## config.mk

```make
export PLATFORM = sky130hd
export DESIGN_NAME = fetch_unit
export DESIGN_NICKNAME = d
export VERILOG_FILES = /design/src/rtl/fetch_unit_pkg.sv /design/src/rtl/fetch_unit_if_id_reg.sv /design/src/rtl/fetch_unit.sv
export SDC_FILE = /design/constraint.sdc
export NUM_CORES = 1
export LEC_CHECK = 0
export BUFFER_PORTS_ARGS = -buffer_cell sky130_fd_sc_hd__buf_2
export CORE_MARGIN = 2
export CORE_UTILIZATION = 60
export CTS_CLUSTER_SIZE = 20
export DETAILED_ROUTE_END_ITERATION = 10
export PLACE_DENSITY = 0.94
export SYNTH_ARGS = -nofsm -noshare
export SYNTH_HDL_FRONTEND = slang
export SYNTH_SLANG_ARGS = --single-unit
```

## constraint.sdc

```tcl
create_clock -name clk -period 3.7 [get_ports clk]
set_input_delay 1.11 -clock clk [delete_from_list [all_inputs] [get_ports clk]]
set_output_delay 1.11 -clock clk [all_outputs]
set_load 0.005 [all_outputs]
```

## src/rtl/fetch_unit_pkg.sv

```systemverilog
// Shared pipeline definitions for the fetch stage and its neighbours.
// Holds the fetch FSM encoding, word constants and the XLEN width.
package fetch_unit_pkg;

   localparam int XLEN = 32;

   localparam logic [XLEN-1:0] WORD_BYTES = 32'd4;
   localparam logic [XLEN-1:0] NOP_WORD   = 32'h0000_0000;

   typedef enum logic [1:0] {
      IDLE  = 2'd0,
      FETCH = 2'd1,
      HOLD  = 2'd2,
      KILL  = 2'd3
   } fetch_state_e;

   function automatic logic [XLEN-1:0] word_align(
      input logic [XLEN-1:0] a
   );
      return {a[XLEN-1:2], 2'b00};
   endfunction

endpackage

```

## src/rtl/fetch_unit_if_id_reg.sv

```systemverilog
// IF/ID pipeline register with load, hold and flush.
// Flush wins over load and turns the slot into a NOP bubble.
module if_id_reg
   import fetch_unit_pkg::*;
(
   input  logic            clk_i,
   input  logic            rst_ni,
   input  logic            load_i,
   input  logic            flush_i,
   input  logic [XLEN-1:0] instr_i,
   input  logic [XLEN-1:0] pc_i,
   output logic [XLEN-1:0] instr_o,
   output logic [XLEN-1:0] pc_o,
   output logic            valid_o
);

   logic [XLEN-1:0] instr_q, instr_d;
   logic [XLEN-1:0] pc_q, pc_d;
   logic            valid_q, valid_d;

   // Select flush, load or hold for the register slot.
   always_comb begin
      instr_d = instr_q;
      pc_d    = pc_q;
      valid_d = valid_q;
      if (flush_i) begin
         instr_d = NOP_WORD;
         pc_d    = '0;
         valid_d = 1'b0;
      end else if (load_i) begin
         instr_d = instr_i;
         pc_d    = pc_i;
         valid_d = 1'b1;
      end
   end

   // Register the slot; reset leaves a bubble.
   always_ff @(posedge clk_i or negedge rst_ni) begin
      if (!rst_ni) begin
         instr_q <= NOP_WORD;
         pc_q    <= '0;
         valid_q <= 1'b0;
      end else begin
         instr_q <= instr_d;
         pc_q    <= pc_d;
         valid_q <= valid_d;
      end
   end

   assign instr_o = instr_q;
   assign pc_o    = pc_q;
   assign valid_o = valid_q;

endmodule

```

## src/rtl/fetch_unit.sv

```systemverilog
// Instruction fetch stage: owns the PC, drives imem, feeds IF/ID.
// Buffers one word across stalls and drains wrong-path fetches.
module fetch_unit
   import fetch_unit_pkg::*;
#(
   parameter logic [XLEN-1:0] RESET_PC = 32'h0000_0000
) (
   input  logic            clk,
   input  logic            rst,
   input  logic            hazard_detected,
   input  logic            freeze,
   input  logic            br_taken,
   input  logic [XLEN-1:0] br_addr,
   output logic            imem_req,
   output logic [XLEN-1:0] imem_addr,
   input  logic            imem_ready,
   input  logic [XLEN-1:0] imem_rdata,
   output logic [XLEN-1:0] Instruction,
   output logic [XLEN-1:0] PC,
   output logic            valid
);

   fetch_state_e    state_q, state_d;
   logic [XLEN-1:0] pc_q, pc_d;
   logic [XLEN-1:0] kill_addr_q, kill_addr_d;
   logic [XLEN-1:0] skid_q, skid_d;

   logic            stall;
   logic [XLEN-1:0] br_tgt;
   logic [XLEN-1:0] pc_inc;
   logic            ifid_load;
   logic            ifid_flush;
   logic [XLEN-1:0] ifid_instr;

   assign stall  = hazard_detected | freeze;
   assign br_tgt = word_align(br_addr);
   assign pc_inc = pc_q + WORD_BYTES;

   // Request side decodes only registered state.
   assign imem_req  = (state_q == FETCH) || (state_q == KILL);
   assign imem_addr = (state_q == KILL) ? kill_addr_q : pc_q;

   // Next-state and IF/ID control; a branch overrides any stall.
   always_comb begin
      state_d     = state_q;
      pc_d        = pc_q;
      kill_addr_d = kill_addr_q;
      skid_d      = skid_q;
      ifid_load   = 1'b0;
      ifid_flush  = 1'b0;
      ifid_instr  = imem_rdata;
      unique case (state_q)
         IDLE: begin
            state_d = FETCH;
         end
         FETCH: begin
            if (br_taken) begin
               pc_d       = br_tgt;
               ifid_flush = 1'b1;
               if (!imem_ready) begin
                  kill_addr_d = pc_q;
                  state_d     = KILL;
               end
            end else if (imem_ready) begin
               if (stall) begin
                  skid_d  = imem_rdata;
                  state_d = HOLD;
               end else begin
                  ifid_load = 1'b1;
                  pc_d      = pc_inc;
               end
            end else if (!stall) begin
               ifid_flush = 1'b1;
            end
         end
         HOLD: begin
            if (br_taken) begin
               pc_d       = br_tgt;
               ifid_flush = 1'b1;
               state_d    = FETCH;
            end else if (!stall) begin
               ifid_load  = 1'b1;
               ifid_instr = skid_q;
               pc_d       = pc_inc;
               state_d    = FETCH;
            end
         end
         KILL: begin
            ifid_flush = 1'b1;
            if (br_taken) begin
               pc_d = br_tgt;
            end
            if (imem_ready) begin
               state_d = FETCH;
            end
         end
         default: begin
            state_d = IDLE;
         end
      endcase
   end

   // Fetch-side state registers.
   always_ff @(posedge clk or negedge rst) begin
      if (!rst) begin
         state_q     <= IDLE;
         pc_q        <= RESET_PC;
         kill_addr_q <= RESET_PC;
         skid_q      <= NOP_WORD;
      end else begin
         state_q     <= state_d;
         pc_q        <= pc_d;
         kill_addr_q <= kill_addr_d;
         skid_q      <= skid_d;
      end
   end

   if_id_reg u_if_id (
      .clk_i   (clk),
      .rst_ni  (rst),
      .load_i  (ifid_load),
      .flush_i (ifid_flush),
      .instr_i (ifid_instr),
      .pc_i    (pc_inc),
      .instr_o (Instruction),
      .pc_o    (PC),
      .valid_o (valid)
   );

endmodule

```

==> results of run 1 <==
==> path summary, 6_finish.rpt <==
kind | from | to | slack, ns | depth (start not counted)
min | kill_addr_q[15] | kill_addr_q[15] | 0.48 | 2
max reg2reg | state_q[1] | u_if_id.instr_o[2] | 0.76 | 7
max | state_q[1] | imem_addr[8] | 0.56 | 4
min reg2reg | kill_addr_q[15] | kill_addr_q[15] | 0.48 | 2
max in group asynchronous | rst | u_if_id.instr_o[1] | 2.13 | 2
min in group asynchronous | rst | skid_q[19] | 0.69 | 1
==> state kept, by name, indices dropped and copies added, names as in the netlist <==
| signal | cells |
|---|---|
| u_if_id.instr_o | 32 |
| u_if_id.pc_o | 30 |
| u_if_id.valid_o | 1 |
| skid_q | 32 |
| kill_addr_q | 30 |
| state_q | 2 |
| pc_q | 30 |
==> worst max-delay path, stage by stage (launching register included) <==
cell,delay (ns)
dfrtp_1,0.42
ha_1,0.17
buf_4,0.45
mux2_2,0.40
buf_2,0.15
==> logic make-up after synthesis <==
group | after synthesis | share of synthesized area, %
multiplexers | 125 | 16.0
buffers and inverters | 96 | 5.59
adder cells (fa/ha/maj) | 5 | 0.741
AND/OR/NAND/NOR | 272 | 16.5
flip-flops | 157 | 46.5
other | 1 | 0.0444
XOR/XNOR | 11 | 1.14
AO/OA/AOI/OAI | 158 | 13.5
==> per-layer routing <==
layer / up-vias / routed length [µm] / GRT usage (%)
li1: 3243 / - / -
met5: - / 0 / 0
met1: 3455 / 8680 / 38.0
met3: 63 / 1940 / 6.97
met2: 419 / 10800 / 50.2
met4: 0 / 630 / 11.4
==> synthesized netlist by cell type, drive strengths merged (2+ instances only) <==
| master | number | area, µm² |
|---|---|---|
| o31ai | 10 | 75.1 |
| nor2b | 3 | 18.8 |
| and3 | 7 | 43.8 |
| a21oi | 16 | 80.1 |
| buf | 55 | 318 |
| a211oi | 45 | 338 |
| nor2 | 87 | 327 |
| nor3b | 2 | 15.0 |
| mux2i | 44 | 440 |
| a31o | 2 | 17.5 |
| dfrtp | 157 | 3930 |
| or3 | 7 | 43.8 |
| and2 | 13 | 81.3 |
| nand4b | 3 | 26.3 |
| inv | 10 | 37.5 |
| a311oi | 15 | 150 |
| and4 | 6 | 52.6 |
| a31oi | 2 | 12.5 |
| o22a | 3 | 26.3 |
| nand2 | 54 | 203 |
| or4 | 14 | 120 |
| nand3 | 26 | 130 |
| xor2 | 3 | 26.3 |
| a21o | 2 | 15.0 |
| mux2 | 81 | 912 |
| clkbuf | 31 | 116 |
| a211o | 2 | 17.5 |
| xnor2 | 8 | 70.1 |
| a22oi | 4 | 30.0 |
| nor4 | 9 | 68.8 |
| ha | 5 | 62.6 |
| nand4 | 27 | 175 |
| nor3 | 8 | 40.0 |
| or2 | 2 | 12.5 |
| o211ai | 11 | 82.6 |
| o21ai | 30 | 150 |
| o2bb2ai | 4 | 35.0 |
| o22ai | 4 | 31.3 |
==> where the power goes <==
group	leakage (nW)	internal [mW]	switching [mW]
clock network	0.292	1.01	0.769
logic	1.98	1.34	1.54
registers	1.99	2.35	0.704
total	4.26	4.70	3.01
==> final cells by class <==
| type | count | area (µm²) |
|---|---|---|
| Inverter | 10 | 37.5 |
| Sequential cell | 157 | 3930 |
| Multi-Input combinational cell | 575 | 4080 |
| Clock buffer | 17 | 425 |
| Clock inverter | 15 | 176 |
| Timing Repair Buffer | 176 | 975 |
| Tap cell | 180 | 225 |
| Fill cell | 982 | 3980 |
==> qor.yml, run 1 <==
vias: 7180
path_class: "reg -> out"
setup_tns_ns: 0
final_nets: 1012
final_common_cell: "buf_2"
skew_ns: 0.00787
power_density_nw_per_um2: 783
fin_crit_sh_pct: 84.8
endpoint_kind: "primary output"
grt_usage_pct: 30.0
cp.required_ns: 2.59
syn_area_um2: 8440
grt_pass1_vias: 6906
insertion_delay_ns: 0.43
stdcell_area_um2: 9850
worst_setup_path_start_kind: "flip-flop"
gp_congestion: 0.848
port_buffers: 161
run_status: "finished clean"
utilization_pct: 71.3
worst_slew_margin_rel_pct: 43.1
cts_setup_buffers: 0
wl_um: 22100
dpl.hpwl_um: 14400
rows: 43
path_clk_slew_ns: 0.06
place_inst: 1098
area_delta_synth_final_pct: 16.7
drtPass1Iterations: 5
cap_viol_max_count: 0
grt_overflow: 0
fin_ws_ns: 0.562
synth_cell_type_count: 59
p_leak_nw: 4.26
tritoncts: "done"
setup_violations: 0
core_area_um2: 13800
cp_max_fo: 43
vdd_ir_drop_max_uv: 465
die_h_um: 123
finalMaxSlewViolations: 0
final_cell_mix: "160 x buf_2, 157 x dfrtp_1, 86 x nor2_1"
vias_per_cell: 6.35
syn_inst: 825
grt_pass1_wl_um: 35100
hold_buffers: 0
drive_above_1_share_pct: 32.6
drtIter0Drc: 688
grt_max_degree: 80
hold_ws_ns: 0.484
htreeDepth: 4
numCtsBuffers: 17
arrival_ns: 2.03
dp_slack_ns: 0.554
ys_ff_latch: 157
cts_resized: 0
die_w_um: 123
instances_no_fill: 1130
die_area_um2: 15000
drc: 0
drt-wirelength-per-cell_um: 19.5
hp-class: "reg -> reg"
finalHoldViolCount: 0
ys_warn_count: 0
finalPower_mw: 7.72
ant_nets: 0
synthFlopType: "dfrtp_1"
cts_buffer_depth: 2
cts-root-buf: "clkbuf_16"
cts.sink_count: 157
fin_crit_ns: 3.14
antenna_found_initial: 0
synth_edf_count: 0
worst_slew_pin_slew_ns: 0.852
syn_area_per_cell_um2: 10.2
start_util_pct: 61.1
antennaDiodeCount: 0
place_area_um2: 9250
top_level_ports: 168
seq_area_frac_synth_pct: 46.5
rsz0062_at_grt: "no"
max_freq_mhz: 319
async_flop_share_pct: 100
Power figures use the tool's default switching activity.
==> inputs of run 2 (changes only) <==
--- a/config.mk
+++ b/config.mk
@@ -5,12 +5,13 @@
 export SDC_FILE = /design/constraint.sdc
 export NUM_CORES = 1
 export LEC_CHECK = 0
+export ABC_AREA = 1
 export BUFFER_PORTS_ARGS = -buffer_cell sky130_fd_sc_hd__buf_2
 export CORE_MARGIN = 2
-export CORE_UTILIZATION = 60
+export CORE_UTILIZATION = 50
 export CTS_CLUSTER_SIZE = 20
 export DETAILED_ROUTE_END_ITERATION = 10
-export PLACE_DENSITY = 0.94
+export PLACE_DENSITY = 0.85
 export SYNTH_ARGS = -nofsm -noshare
 export SYNTH_HDL_FRONTEND = slang
 export SYNTH_SLANG_ARGS = --single-unit
==> constraint.sdc (replaced) <==
create_clock -name clk -period 2.53 [get_ports clk]
set_input_delay 0.759 -clock clk [delete_from_list [all_inputs] [get_ports clk]]
set_output_delay 0.759 -clock clk [all_outputs]
set_load 0.005 [all_outputs]
==> run 2 against run 1 <==
First-iteration DRC count grew 21%. Final area grew 0.84%. Worst hold slack got worse by 0.17 ns. Synthesized cell count is 38% higher. Non-clock buffer count up 7. Critical endpoint is now imem_req.
==> qor.yml, run 2 <==
die_w_um: 132  # +8.0%
utilization_pct: 62.1  # -9.2 points
htreeDepth: 4  # unchanged
ys_top_cells_by_count: "423 x nand2_1, 184 x o21ai_0, 157 x dfrtp_1"
synth_edf_count: 0  # unchanged
ys_warn_count: 0  # unchanged
pwr-share-comb_pct: 37.2  # -0.2 points
instances_no_fill: 1504  # +33%
vias_per_cell: 5.42  # -15%
synth_top_area_share_pct: 47.6  # +1.1 points
path_class: "reg -> out"
hp-class: "in -> async"
dpl.hpwl_um: 15800  # +9.6%
finalHoldViolCount: 0  # unchanged
hold_ws_ns: 0.317  # -0.167 ns
seq_area_frac_synth_pct: 47.6  # +1.1 points
insertion_delay_ns: 0.42  # about the same
antennaDiodeCount: 0  # unchanged
numCtsBuffers: 17  # unchanged
cts_buffer_depth: 2  # unchanged
grt_usage_pct: 27.1  # -2.9 points
grt_pass1_vias: 7708  # +12%
setup_violations: 0  # unchanged
rsz0062_at_grt: "no"
p_sw_share_pct: 39.8  # +0.72 points
run_status: "finished clean"
syn_inst: 1135  # +38%
die_area_um2: 17600  # +17%
path_clk_slew_ns: 0.06  # about the same
worst_slew_margin_rel_pct: 61.2  # +18 points
drtPass1Iterations: 6  # +1
fin_ws_ns: 0.0484  # -0.514 ns
hold_buffers: 0  # unchanged
yosysTopAreaCell: "dfrtp_1"
syn_area_um2: 8250  # -2.2%
fin_crit_sh_pct: 98.1
grt_overflow: 0  # unchanged
top_level_ports: 168  # unchanged
max_freq_mhz: 403
p_int_mw: 6.62  # +41%
skew_ns: 0.00868  # +0.000811 ns
die_h_um: 132  # +8.0%
cap_viol_max_count: 0  # unchanged
vias: 8150  # +14%
p_leak_nw: 5.32  # +25%
antenna_found_initial: 0  # unchanged
endpoint_kind: "primary output"
stdcell_area_um2: 9930  # +0.84%
cts.sink_count: 157  # unchanged
synth_area_leaders: "dfrtp_1 48%, nand2_1 19%, o21ai_0 11%"
async_flop_share_pct: 100  # unchanged
port_buffers: 161  # unchanged
final_nets: 1350  # +33%
p_clk_share_pct: 26.1  # +3.0 points
power_density_nw_per_um2: 1110  # +41%
arrival_ns: 1.72  # -0.31 ns
dp_slack_ns: 0.259  # -0.295 ns
fin_crit_ns: 2.48
syn_area_per_cell_um2: 7.27  # -29%
core_area_um2: 16000  # +16%
seqPwrFrac_pct: 36.7  # -2.8 points
gp_congestion: 0.909  # +7.2%
wl_um: 23500  # +6.5%
drc: 0  # unchanged
drive_above_1_share_pct: 20.1  # -13 points
worst_setup_path_start_kind: "flip-flop"
cp_max_fo: 35  # -19%
grt_pass1_wl_um: 38300  # +9.1%
drtIter0Drc: 831  # +21%
start_util_pct: 51.6  # -9.5 points
vdd_ir_drop_max_uv: 630  # +36%
rows: 46  # +7.0%
area_delta_synth_final_pct: 20.4
ant_nets: 0  # unchanged
worst_slew_pin_slew_ns: 0.583  # -0.270 ns
synthFlopType: "dfrtp_1"
grt_max_degree: 66  # -18%
drt-wirelength-per-cell_um: 15.6  # -20%
power_switching_mw: 4.37  # +45%
place_inst: 1472  # +34%
final_cell_mix: "420 x nand2_1, 182 x o21ai_0, 160 x buf_2"
place_area_um2: 9270  # +0.23%
synth_cell_type_count: 28  # -53%
ys_ff_latch: 157  # unchanged
cp.required_ns: 1.77  # -0.82 ns
cts-root-buf: "clkbuf_16"
final_common_cell: "nand2_1"
yosysMostFrequentCell: "nand2_1"
setup_tns_ns: 0  # unchanged
finalPower_mw: 11.0  # +42%
tritoncts: "done"
finalMaxSlewViolations: 0  # unchanged
## run 2: cell types whose count changed in the layout (fill, tap and decap cells not counted), moves of 12 or more
| cell | delta |
|---|---|
| or2_2 | +31 |
| a211oi_1 | -45 |
| a311oi_1 | -12 |
| nand3_1 | +67 |
| nand4_1 | -25 |
| and2_1 | -12 |
| mux2i_1 | -44 |
| nand2_1 | +366 |
| mux2_2 | -81 |
| o21ai_0 | +152 |
| inv_1 | +39 |
| a21oi_1 | -12 |
## run 2: layout make-up
type	instances	area [µm²]
Sequential cell	157	3930
Clock buffer	19	453
Multi-Input combinational cell	865	3840
Fill cell	1424	6070
Inverter	51	191
Tap cell	216	270
Clock inverter	13	210
Timing Repair Buffer	183	1040
## run 2: critical path, stage by stage, from the launching register on
cell and delay (ns):
dfrtp_1 0.42, ha_2 0.26, buf_12 0.18, or2_2 0.30
buf_2 0.14
## run 2: logic make-up (layout without fill, tap and decap cells)
logic type,Yosys count,count (layout),synth area share [%]
AO/OA/AOI/OAI,198,198,12.3
buffers and inverters,116,266,6.15
XOR/XNOR,8,8,0.849
adder cells (fa/ha/maj),5,5,0.758
flip-flops,157,157,47.6
other,1,4,0.0454
AND/OR/NAND/NOR,650,650,32.3
## run 2: layer usage
metal  global-route usage [%]  vias to the layer above  wire length (µm)
li1                         -                     3913                 -
met1                     36.2                     3784              9650
met2                     44.6                      405             11300
met3                     5.29                       48              1990
met4                     8.84                        0               539
met5                        0                        -                 0
## run 2: worst paths after layout
path                                 start                   to  slack [ns]  depth (start not counted)
worst min register to register  skid_q[22]           skid_q[22]        0.48                          2
worst min-delay path                   rst  u_if_id.instr_o[29]        0.32                          1
worst max register to register  state_q[0]             pc_q[14]        0.46                          7
worst max-delay path            state_q[0]             imem_req        0.05                          4
min in group clk                skid_q[22]           skid_q[22]        0.48                          2
max in group asynchronous              rst  u_if_id.instr_o[10]        1.56                          2
## run 2: power by group through the flow
stage / Combinational (mW) / Clock (mW) / Sequential (mW)
after floorplan: 2.57 / 0 / 3.89
after global placement: 3.90 / 0 / 3.98
after detailed placement: 4.00 / 0 / 4.04
after CTS: 4.07 / 2.89 / 4.01
after global routing: 4.61 / 2.99 / 4.13
final: 4.09 / 2.87 / 4.03
## run 2: repair_timing
item	in CTS	in global routing
setup endpoints to repair	1	1
buffers inserted	0	0
gates resized for setup	1	1
